==> src/rtl/dma_axi_w.sv <==
// dma_axi_w: single-burst AXI write master.
// Takes a burst request (addr + dma_len) from the databus side, issues one AW
// transaction, streams the beats straight through to the W channel and then
// waits for the B response, recording whether it reported an error.

`ifndef AXI_ADDR_W
`define AXI_ADDR_W 32
`endif
`ifndef AXI_LEN_W
`define AXI_LEN_W 8
`endif
`ifndef AXI_ID_W
`define AXI_ID_W 4
`endif
`ifndef AXI_SIZE_W
`define AXI_SIZE_W 3
`endif
`ifndef AXI_BURST_W
`define AXI_BURST_W 2
`endif
`ifndef AXI_LOCK_W
`define AXI_LOCK_W 1
`endif
`ifndef AXI_CACHE_W
`define AXI_CACHE_W 4
`endif
`ifndef AXI_PROT_W
`define AXI_PROT_W 3
`endif
`ifndef AXI_QOS_W
`define AXI_QOS_W 4
`endif
`ifndef AXI_RESP_W
`define AXI_RESP_W 2
`endif

module dma_axi_w #(
  parameter int ADDR_W     = `AXI_ADDR_W,
  parameter int DMA_DATA_W = 32
) (
  input  logic                      clk,
  input  logic                      rst,

  // databus side
  input  logic                      valid,
  input  logic [ADDR_W-1:0]         addr,
  input  logic [DMA_DATA_W-1:0]     wdata,
  input  logic [DMA_DATA_W/8-1:0]   wstrb,
  output logic                      ready,

  // burst control
  input  logic [`AXI_LEN_W-1:0]     dma_len,
  output logic                      dma_ready,
  output logic                      error,

  // AW channel
  output logic [`AXI_ID_W-1:0]      m_axi_awid,
  output logic [ADDR_W-1:0]         m_axi_awaddr,
  output logic [`AXI_LEN_W-1:0]     m_axi_awlen,
  output logic [`AXI_SIZE_W-1:0]    m_axi_awsize,
  output logic [`AXI_BURST_W-1:0]   m_axi_awburst,
  output logic [`AXI_LOCK_W-1:0]    m_axi_awlock,
  output logic [`AXI_CACHE_W-1:0]   m_axi_awcache,
  output logic [`AXI_PROT_W-1:0]    m_axi_awprot,
  output logic [`AXI_QOS_W-1:0]     m_axi_awqos,
  output logic                      m_axi_awvalid,
  input  logic                      m_axi_awready,

  // W channel
  output logic [DMA_DATA_W-1:0]     m_axi_wdata,
  output logic [DMA_DATA_W/8-1:0]   m_axi_wstrb,
  output logic                      m_axi_wlast,
  output logic                      m_axi_wvalid,
  input  logic                      m_axi_wready,

  // B channel
  input  logic [`AXI_RESP_W-1:0]    m_axi_bresp,
  input  logic                      m_axi_bvalid,
  output logic                      m_axi_bready
);

  typedef logic [`AXI_SIZE_W-1:0] size_t;
  typedef logic [`AXI_LEN_W-1:0]  len_t;

  typedef enum logic [1:0] {
    W_ADDR_HS,
    W_DATA,
    W_RESP
  } state_t;

  state_t state_q, state_d;
  len_t   counter_q, counter_d;
  len_t   len_q, len_d;
  logic   awvalid_q, awvalid_d;
  logic   error_q, error_d;
  logic   dma_ready_q, dma_ready_d;

  logic   beat;

  // Fixed AW attributes: INCR bursts of full-width beats
  assign m_axi_awid    = '0;
  assign m_axi_awaddr  = addr;
  assign m_axi_awlen   = len_q;
  assign m_axi_awsize  = size_t'($clog2(DMA_DATA_W / 8));
  assign m_axi_awburst = 2'b01;
  assign m_axi_awlock  = '0;
  assign m_axi_awcache = 4'h2;
  assign m_axi_awprot  = 3'b010;
  assign m_axi_awqos   = '0;
  assign m_axi_awvalid = awvalid_q;

  // Beat data goes straight through; handshake is qualified by state
  assign m_axi_wdata  = wdata;
  assign m_axi_wstrb  = wstrb;
  assign m_axi_wvalid = (state_q == W_DATA) && valid;
  assign ready        = (state_q == W_DATA) && valid && m_axi_wready;
  assign m_axi_wlast  = (state_q == W_DATA) && (counter_q == len_q);
  assign m_axi_bready = (state_q == W_RESP);

  assign beat      = ready;
  assign dma_ready = dma_ready_q;
  assign error     = error_q;

  // Next-state logic for the AW -> W -> B sequence
  always_comb begin
    state_d     = state_q;
    counter_d   = counter_q;
    len_d       = len_q;
    awvalid_d   = awvalid_q;
    error_d     = error_q;
    dma_ready_d = dma_ready_q;

    case (state_q)
      W_ADDR_HS: begin
        if (!awvalid_q) begin
          counter_d   = '0;
          dma_ready_d = 1'b1;
          if (valid) begin
            awvalid_d   = 1'b1;
            len_d       = dma_len;
            dma_ready_d = 1'b0;
          end
        end else if (m_axi_awready) begin
          awvalid_d = 1'b0;
          state_d   = W_DATA;
        end
      end

      W_DATA: begin
        if (beat) begin
          counter_d = counter_q + len_t'(1);
          if (m_axi_wlast) state_d = W_RESP;
        end
      end

      W_RESP: begin
        if (m_axi_bvalid) begin
          error_d = (m_axi_bresp != 2'b00);
          state_d = W_ADDR_HS;
        end
      end

      default: state_d = W_ADDR_HS;
    endcase
  end

  // State registers; reset aborts any burst in flight
  always_ff @(posedge clk or posedge rst) begin
    if (rst) begin
      state_q     <= W_ADDR_HS;
      counter_q   <= '0;
      len_q       <= '0;
      awvalid_q   <= 1'b0;
      error_q     <= 1'b0;
      dma_ready_q <= 1'b1;
    end else begin
      state_q     <= state_d;
      counter_q   <= counter_d;
      len_q       <= len_d;
      awvalid_q   <= awvalid_d;
      error_q     <= error_d;
      dma_ready_q <= dma_ready_d;
    end
  end

endmodule

==> config.mk <==
export PLATFORM = sky130hd
export DESIGN_NAME = dma_axi_w
export DESIGN_NICKNAME = d
export VERILOG_FILES = /design/src/rtl/dma_axi_w.sv
export SDC_FILE = /design/constraint.sdc
export NUM_CORES = 1
export LEC_CHECK = 0
export CAP_MARGIN = 10
export CORE_AREA = 2 2 81 83
export DETAILED_ROUTE_END_ITERATION = 10
export DIE_AREA = 0 0 83 85
export PLACE_DENSITY = 0.79
export RECOVER_POWER = 25
export SKIP_CTS_REPAIR_TIMING = 1
export SLEW_MARGIN = 5
export SYNTH_ARGS = -nofsm -noshare
export SYNTH_HDL_FRONTEND = slang
export SYNTH_SLANG_ARGS = --single-unit
==> constraint.sdc <==
create_clock -name clk -period 2.1 [get_ports clk]
set_input_delay 0.315 -clock clk [delete_from_list [all_inputs] [get_ports clk]]
set_output_delay 0.315 -clock clk [all_outputs]
set_load 0.01 [all_outputs]
==> metrics.txt, run 1 <==
outcome=completed; RSZ-0062 raised after global routing=no; initial core utilization=28.19%; Reg clk slew, reported paths=80 ps; Tightest Hold Check Type=in2async; CTS Buf Count=3; CP Class=reg2out; Inst Count DP=238; # DRC=0; CTS tree=built; Fillers=661; worst reg2reg path depth=4; Final Util=26.74%; Area growth syn-to-layout=-5.150%; fin crit period=1978 ps; number of DRC markers in iteration 0=31; top-count cell post-synth=buf_4; CP arrival=1660 ps; std cell rows=29; required time of the critical path=1780 ps; YS warnings=0; ranking of synthesized cells by area=buf_4 38%, dfrtp_1 29%, mux2_2 5.2%, xor2_1 4.5%, nor2_1 2.8%; routability cong.=0.8344; Final ANT Viol Nets=0; htree depth=1; global route total overflow=0; RR Endpoint=m_axi_awlen[5]; pin count of the biggest net entering global routing=22; Die Y=85 microns; Synth Instances=194; first-pass GRT wire length=4754 microns; share of layout cells above drive strength 1=17.58%; Max Clock Skew=3.158 ps; Post-synth top cells=89 x buf_4, 20 x dfrtp_1, 13 x nor2_1; Synth Cell Area=1749 sq um; Synth top area share=38.20%; final wirelength=2947 microns; PortBufs=30; Worst-Margin Slew=508.0 ps; Max VDD drop=681.6 uV; CTS root buffer=clkbuf_8; leak pwr=0.7653 nW; r2r startpoint=state_q[0]; Synth Register Bits=21; vias in the first global route=1018; element type at the critical path end=output pin; Main synth FF type=dfrtp_1; final non-filler cell total=242; Vias/cell=4.240; max-cap viol count=0; final hold vios=0; number of synthesized flops with an enable pin=0; setup violators final=0; nets@finish=251; DP Worst Slack=54.32 ps; antenna cells=0; asr flop ratio synth=100.0%; library cells used by synthesis=33; GRT Overall Usage=8.210%; pwr dens=1080 nW/um^2; sequential share of the synthesized area=30.11%; Pre-antenna DRT Iters=3; crit-path max FO=12; core box area=6205 sq um; initial antenna violation count=0; Worst Setup Slack, final=121.8 ps; CTS sink count=21; DPL Wire Length=2326 microns; cell taking the most area after synthesis=buf_4; register-to-register path setup slack=410 ps; Chip Width=83 microns; routed length per placed instance=12.18 microns; clk buf depth=2; Setup TNS Final=0 ps; syn avg cell area=9.016 sq um; Final period util=94.20%; via count=1026; die footprint=7055 sq um; worst-skew pair later-pin latency=270 ps; Worst Setup Start Kind=flop; # IOs=188; max-slew violations=0; Design Power=1.792 mW; worst rel slew slack=66.01%; max frequency=505.5 MHz
==> cell families after synthesis <==
kind of cell	share of synthesized area (%)
buffers and inverters	40.27
AND/OR/NAND/NOR	10.87
flip-flops	30.11
AO/OA/AOI/OAI	4.793
XOR/XNOR	6.509
multiplexers	6.295
other	0.4293
adder cells (fa/ha/maj)	0.7152
==> layout make-up <==
type | instances | area (sq um) | area share [%]
clock inverter | 1 | 5.005 | 0.3017
inverter | 4 | 15.01 | 0.9050
tap | 77 | 96.34 | 5.807
clock buffer | 3 | 41.29 | 2.489
sequential | 21 | 528.0 | 31.83
timing repair buffer | 40 | 377.9 | 22.78
multi-input combinational | 96 | 595.6 | 35.90
==> worst max path at each step <==
stage	from	to	slack, ps	cells past startpoint
final	state_q[1]	ready	120	3
after global routing	counter_q[4]	m_axi_wlast	10	5
after CTS	counter_q[5]	m_axi_wlast	-300	5
after detailed placement	counter_q[5]	m_axi_wlast	50	5
after global placement	counter_q[5]	m_axi_wlast	50	5
after floorplan	counter_q[0]	m_axi_wlast	570	4
==> critical path, cell delays in order, from the launching register on <==
cell and delay [ps]:
dfrtp_2 490, nand4b_1 230, inv_1 130, clkdlybuf4s50_1 550
==> cell usage in the layout (no fill, tap or decap), drive strengths merged <==
cell and n:
a211oi 2, a21o 2, a21oi 4, a31oi 1, and2b 1, buf 10
clkbuf 3, clkdlybuf4s50 29, clkinv 1, conb 21, dfrtp 20, dfstp 1
dlymetal6s2s 1, ha 1, inv 4, mux2 8, mux2i 2, nand2 9
nand2b 1, nand3 3, nand4 2, nand4b 1, nor2 13, nor3 3
nor3b 2, nor4 2, o21a 1, o21ai 2, o2bb2ai 1, or2 1
xnor2 4, xor2 9
==> where the power goes <==
part / leakage [nW] / total (mW) / internal, mW / switching, mW
combinational: 0.480 / 0.819 / 0.459 / 0.361
clock: 0.0255 / 0.272 / 0.133 / 0.140
sequential: 0.260 / 0.700 / 0.563 / 0.137
==> flip-flops by register name, summed over array words and instances (netlist names) <==
name,count
counter_q,8
m_axi_awlen,8
state_q,2
dma_ready,1
error,1
m_axi_awvalid,1
==> per-stage QoR <==
stage,hold slack [ps],instance area [sq um]
3_5_place_dp,492.9,1603
4_1_cts,382.9,1649
6_report,372.8,1659
5_1_grt,396.6,1659
2_1_floorplan,290.8,1821
3_3_place_gp,490.7,1603
==> per-layer routing <==
metal | routed length, microns | GRT usage, % | vias up
li1 | - | - | 454
met5 | 0 | 0 | -
met4 | 89 | 5.067 | 0
met3 | 247 | 2.724 | 17
met1 | 1038 | 7.983 | 492
met2 | 1571 | 15.03 | 63
No activity file was read; power rests on OpenSTA's default activity.
==> run 2: changes to the inputs <==
--- a/config.mk
+++ b/config.mk
@@ -6,10 +6,10 @@
 export NUM_CORES = 1
 export LEC_CHECK = 0
 export CAP_MARGIN = 10
-export CORE_AREA = 2 2 81 83
+export CORE_AREA = 2 2 86 88
 export DETAILED_ROUTE_END_ITERATION = 10
-export DIE_AREA = 0 0 83 85
-export PLACE_DENSITY = 0.79
+export DIE_AREA = 0 0 88 90
+export PLACE_DENSITY = 0.74
 export RECOVER_POWER = 25
 export SKIP_CTS_REPAIR_TIMING = 1
 export SLEW_MARGIN = 5
==> constraint.sdc (replaced) <==
create_clock -name clk -period 1.6 [get_ports clk]
set_input_delay 0.24 -clock clk [delete_from_list [all_inputs] [get_ports clk]]
set_output_delay 0.24 -clock clk [all_outputs]
set_load 0.01 [all_outputs]
==> metrics.txt, run 2 (same netlist as run 1, synthesis figures left out) <==
CTS tree=built (unchanged); first-pass GRT wire length=5064 microns (was 4754 microns); most common cell after layout, fill and taps aside=buf_4 (was clkdlybuf4s50_1); number of DRC markers in iteration 0=15 (was 31); max frequency=550.6 MHz; Tightest Hold Check Type=in2async (unchanged); initial antenna violation count=0 (unchanged); Final period util=113.5%; fin crit period=1816 ps; global route total overflow=0 (unchanged); element type at the critical path end=output pin (unchanged); CP arrival=1580 ps (was 1660 ps); most frequent cells in the layout=31 x buf_4, 25 x clkdlybuf4s50_1, 21 x conb_1, 20 x dfrtp_1, 13 x nor2_1 (was 29 x clkdlybuf4s50_1, 21 x conb_1, 19 x dfrtp_1, 13 x nor2_1, 10 x buf_4); Max Clock Skew=0.7186 ps (was 3.158 ps); Final ANT Viol Nets=0 (unchanged); CTS sink count=21 (unchanged); routability cong.=0.7751 (was 0.8344); pwr dens=1385 nW/um^2 (was 1080 nW/um^2); Area growth syn-to-layout=6.152% (was -5.150%); Reg clk slew, reported paths=70 ps (was 80 ps); Crit-path slowest cell=dfrtp_1 (was clkdlybuf4s50_1); failing checks=setup timing; design area=1857 sq um (was 1659 sq um); worst-skew pair later-pin latency=260 ps (was 270 ps); max-slew violations=0 (unchanged); PortBufs=30 (unchanged); required time of the critical path=1360 ps (was 1780 ps); final hold vios=0 (unchanged); outcome=complete, but fails checks (was completed); std cell rows=31 (was 29); share of layout cells above drive strength 1=27.81% (was 17.58%); CP Class=reg2out (unchanged); vias in the first global route=1043 (was 1018); Die Y=90 microns (was 85 microns); setup violators final=9 (was 0); routed length per placed instance=11.13 microns (was 12.18 microns); max-cap viol count=0 (unchanged); Inst Count DP=279 (was 238); Max VDD drop=879.9 uV (was 681.6 uV); CTS root buffer=clkbuf_8 (unchanged); delay of the slowest critical-path stage=400 ps (was 550 ps); core box area=7020 sq um (was 6205 sq um); CTS Buf Count=3 (unchanged); via count=1066 (was 1026); Post-DP Area=1773 sq um (was 1603 sq um); nets@finish=273 (was 251); initial core utilization=24.92% (was 28.19%); Worst Setup Slack, final=-216.2 ps (was 121.8 ps); Buffers & Inverters on Critical Path=1 (was 2); Design Power=2.571 mW (was 1.792 mW); # DRC=0 (unchanged); Hold WS=227.0 ps (was 372.8 ps); Pre-antenna DRT Iters=4 (was 3); Cell Chain, Critical Path=xor2_1 -> nor4_2 -> nand2_1 -> nor3_1 -> buf_2 (was nand4b_1 -> inv_1 -> clkdlybuf4s50_1); pin count of the biggest net entering global routing=14 (was 22); # IOs=188 (unchanged); crit-path max FO=2 (was 12); final wirelength=3184 microns (was 2947 microns); Worst Setup Start Kind=flop (unchanged); leak pwr=0.9072 nW (was 0.7653 nW); Vias/cell=3.727 (was 4.240); die footprint=7920 sq um (was 7055 sq um); Top delay family on crit path=simple AND/OR/NAND/NOR gates (was buffers and inverters); antenna cells=0 (unchanged); GRT Overall Usage=8.156% (was 8.210%); Chip Width=88 microns (was 83 microns); htree depth=1 (unchanged); RSZ-0062 raised after global routing=yes (was no); final non-filler cell total=286 (was 242); DPL Wire Length=2612 microns (was 2326 microns); clk buf depth=2 (unchanged); Final Util=26.45% (was 26.74%)
run 2: final timing paths:
kind | from | end | slack, ps | depth (start not counted)
min in group clk | addr[1] | m_axi_awaddr[1] | 480 | 0
min reg2reg | dma_ready | dma_ready | 520 | 2
max reg2reg | state_q[0] | m_axi_awlen[1] | -60 | 5
min | rst | m_axi_awlen[3] | 230 | 2
max | counter_q[2] | m_axi_wlast | -220 | 5
max in group asynchronous | rst | state_q[0] | 880 | 3
run 2: final cells by class:
class | instances | area [sq um]
fill | 762 | 5164
multi-input combinational | 96 | 595.6
timing repair buffer | 62 | 549.3
sequential | 21 | 526.8
tap | 99 | 123.9
clock buffer | 3 | 41.29
inverter | 4 | 15.01
clock inverter | 1 | 5.005
run 2: report_power, final:
group          switching (mW)  internal, mW  total (mW)
combinational           0.566         0.787        1.35
clock                   0.177         0.174       0.350
sequential              0.129         0.739       0.868
run 2: through the flow:
step	setup TNS, ps	setup slack [ps]
2_1_floorplan	0	105.8
5_1_grt	-1361	-276.0
6_report	-648.8	-216.2
3_3_place_gp	-1963	-407.8
4_1_cts	-1422	-687.2
3_5_place_dp	-2080	-385.9
run 2: layer usage:
layer  wire, microns  up-vias  GRT usage, %  part of all wire (%)
met1            1129      485         8.627                    35
li1                -      500             -                     -
met3             260       21         2.020                   8.2
met5               0        -             0                     0
met2            1613       60         13.57                    51
met4             180        0         6.154                   5.7
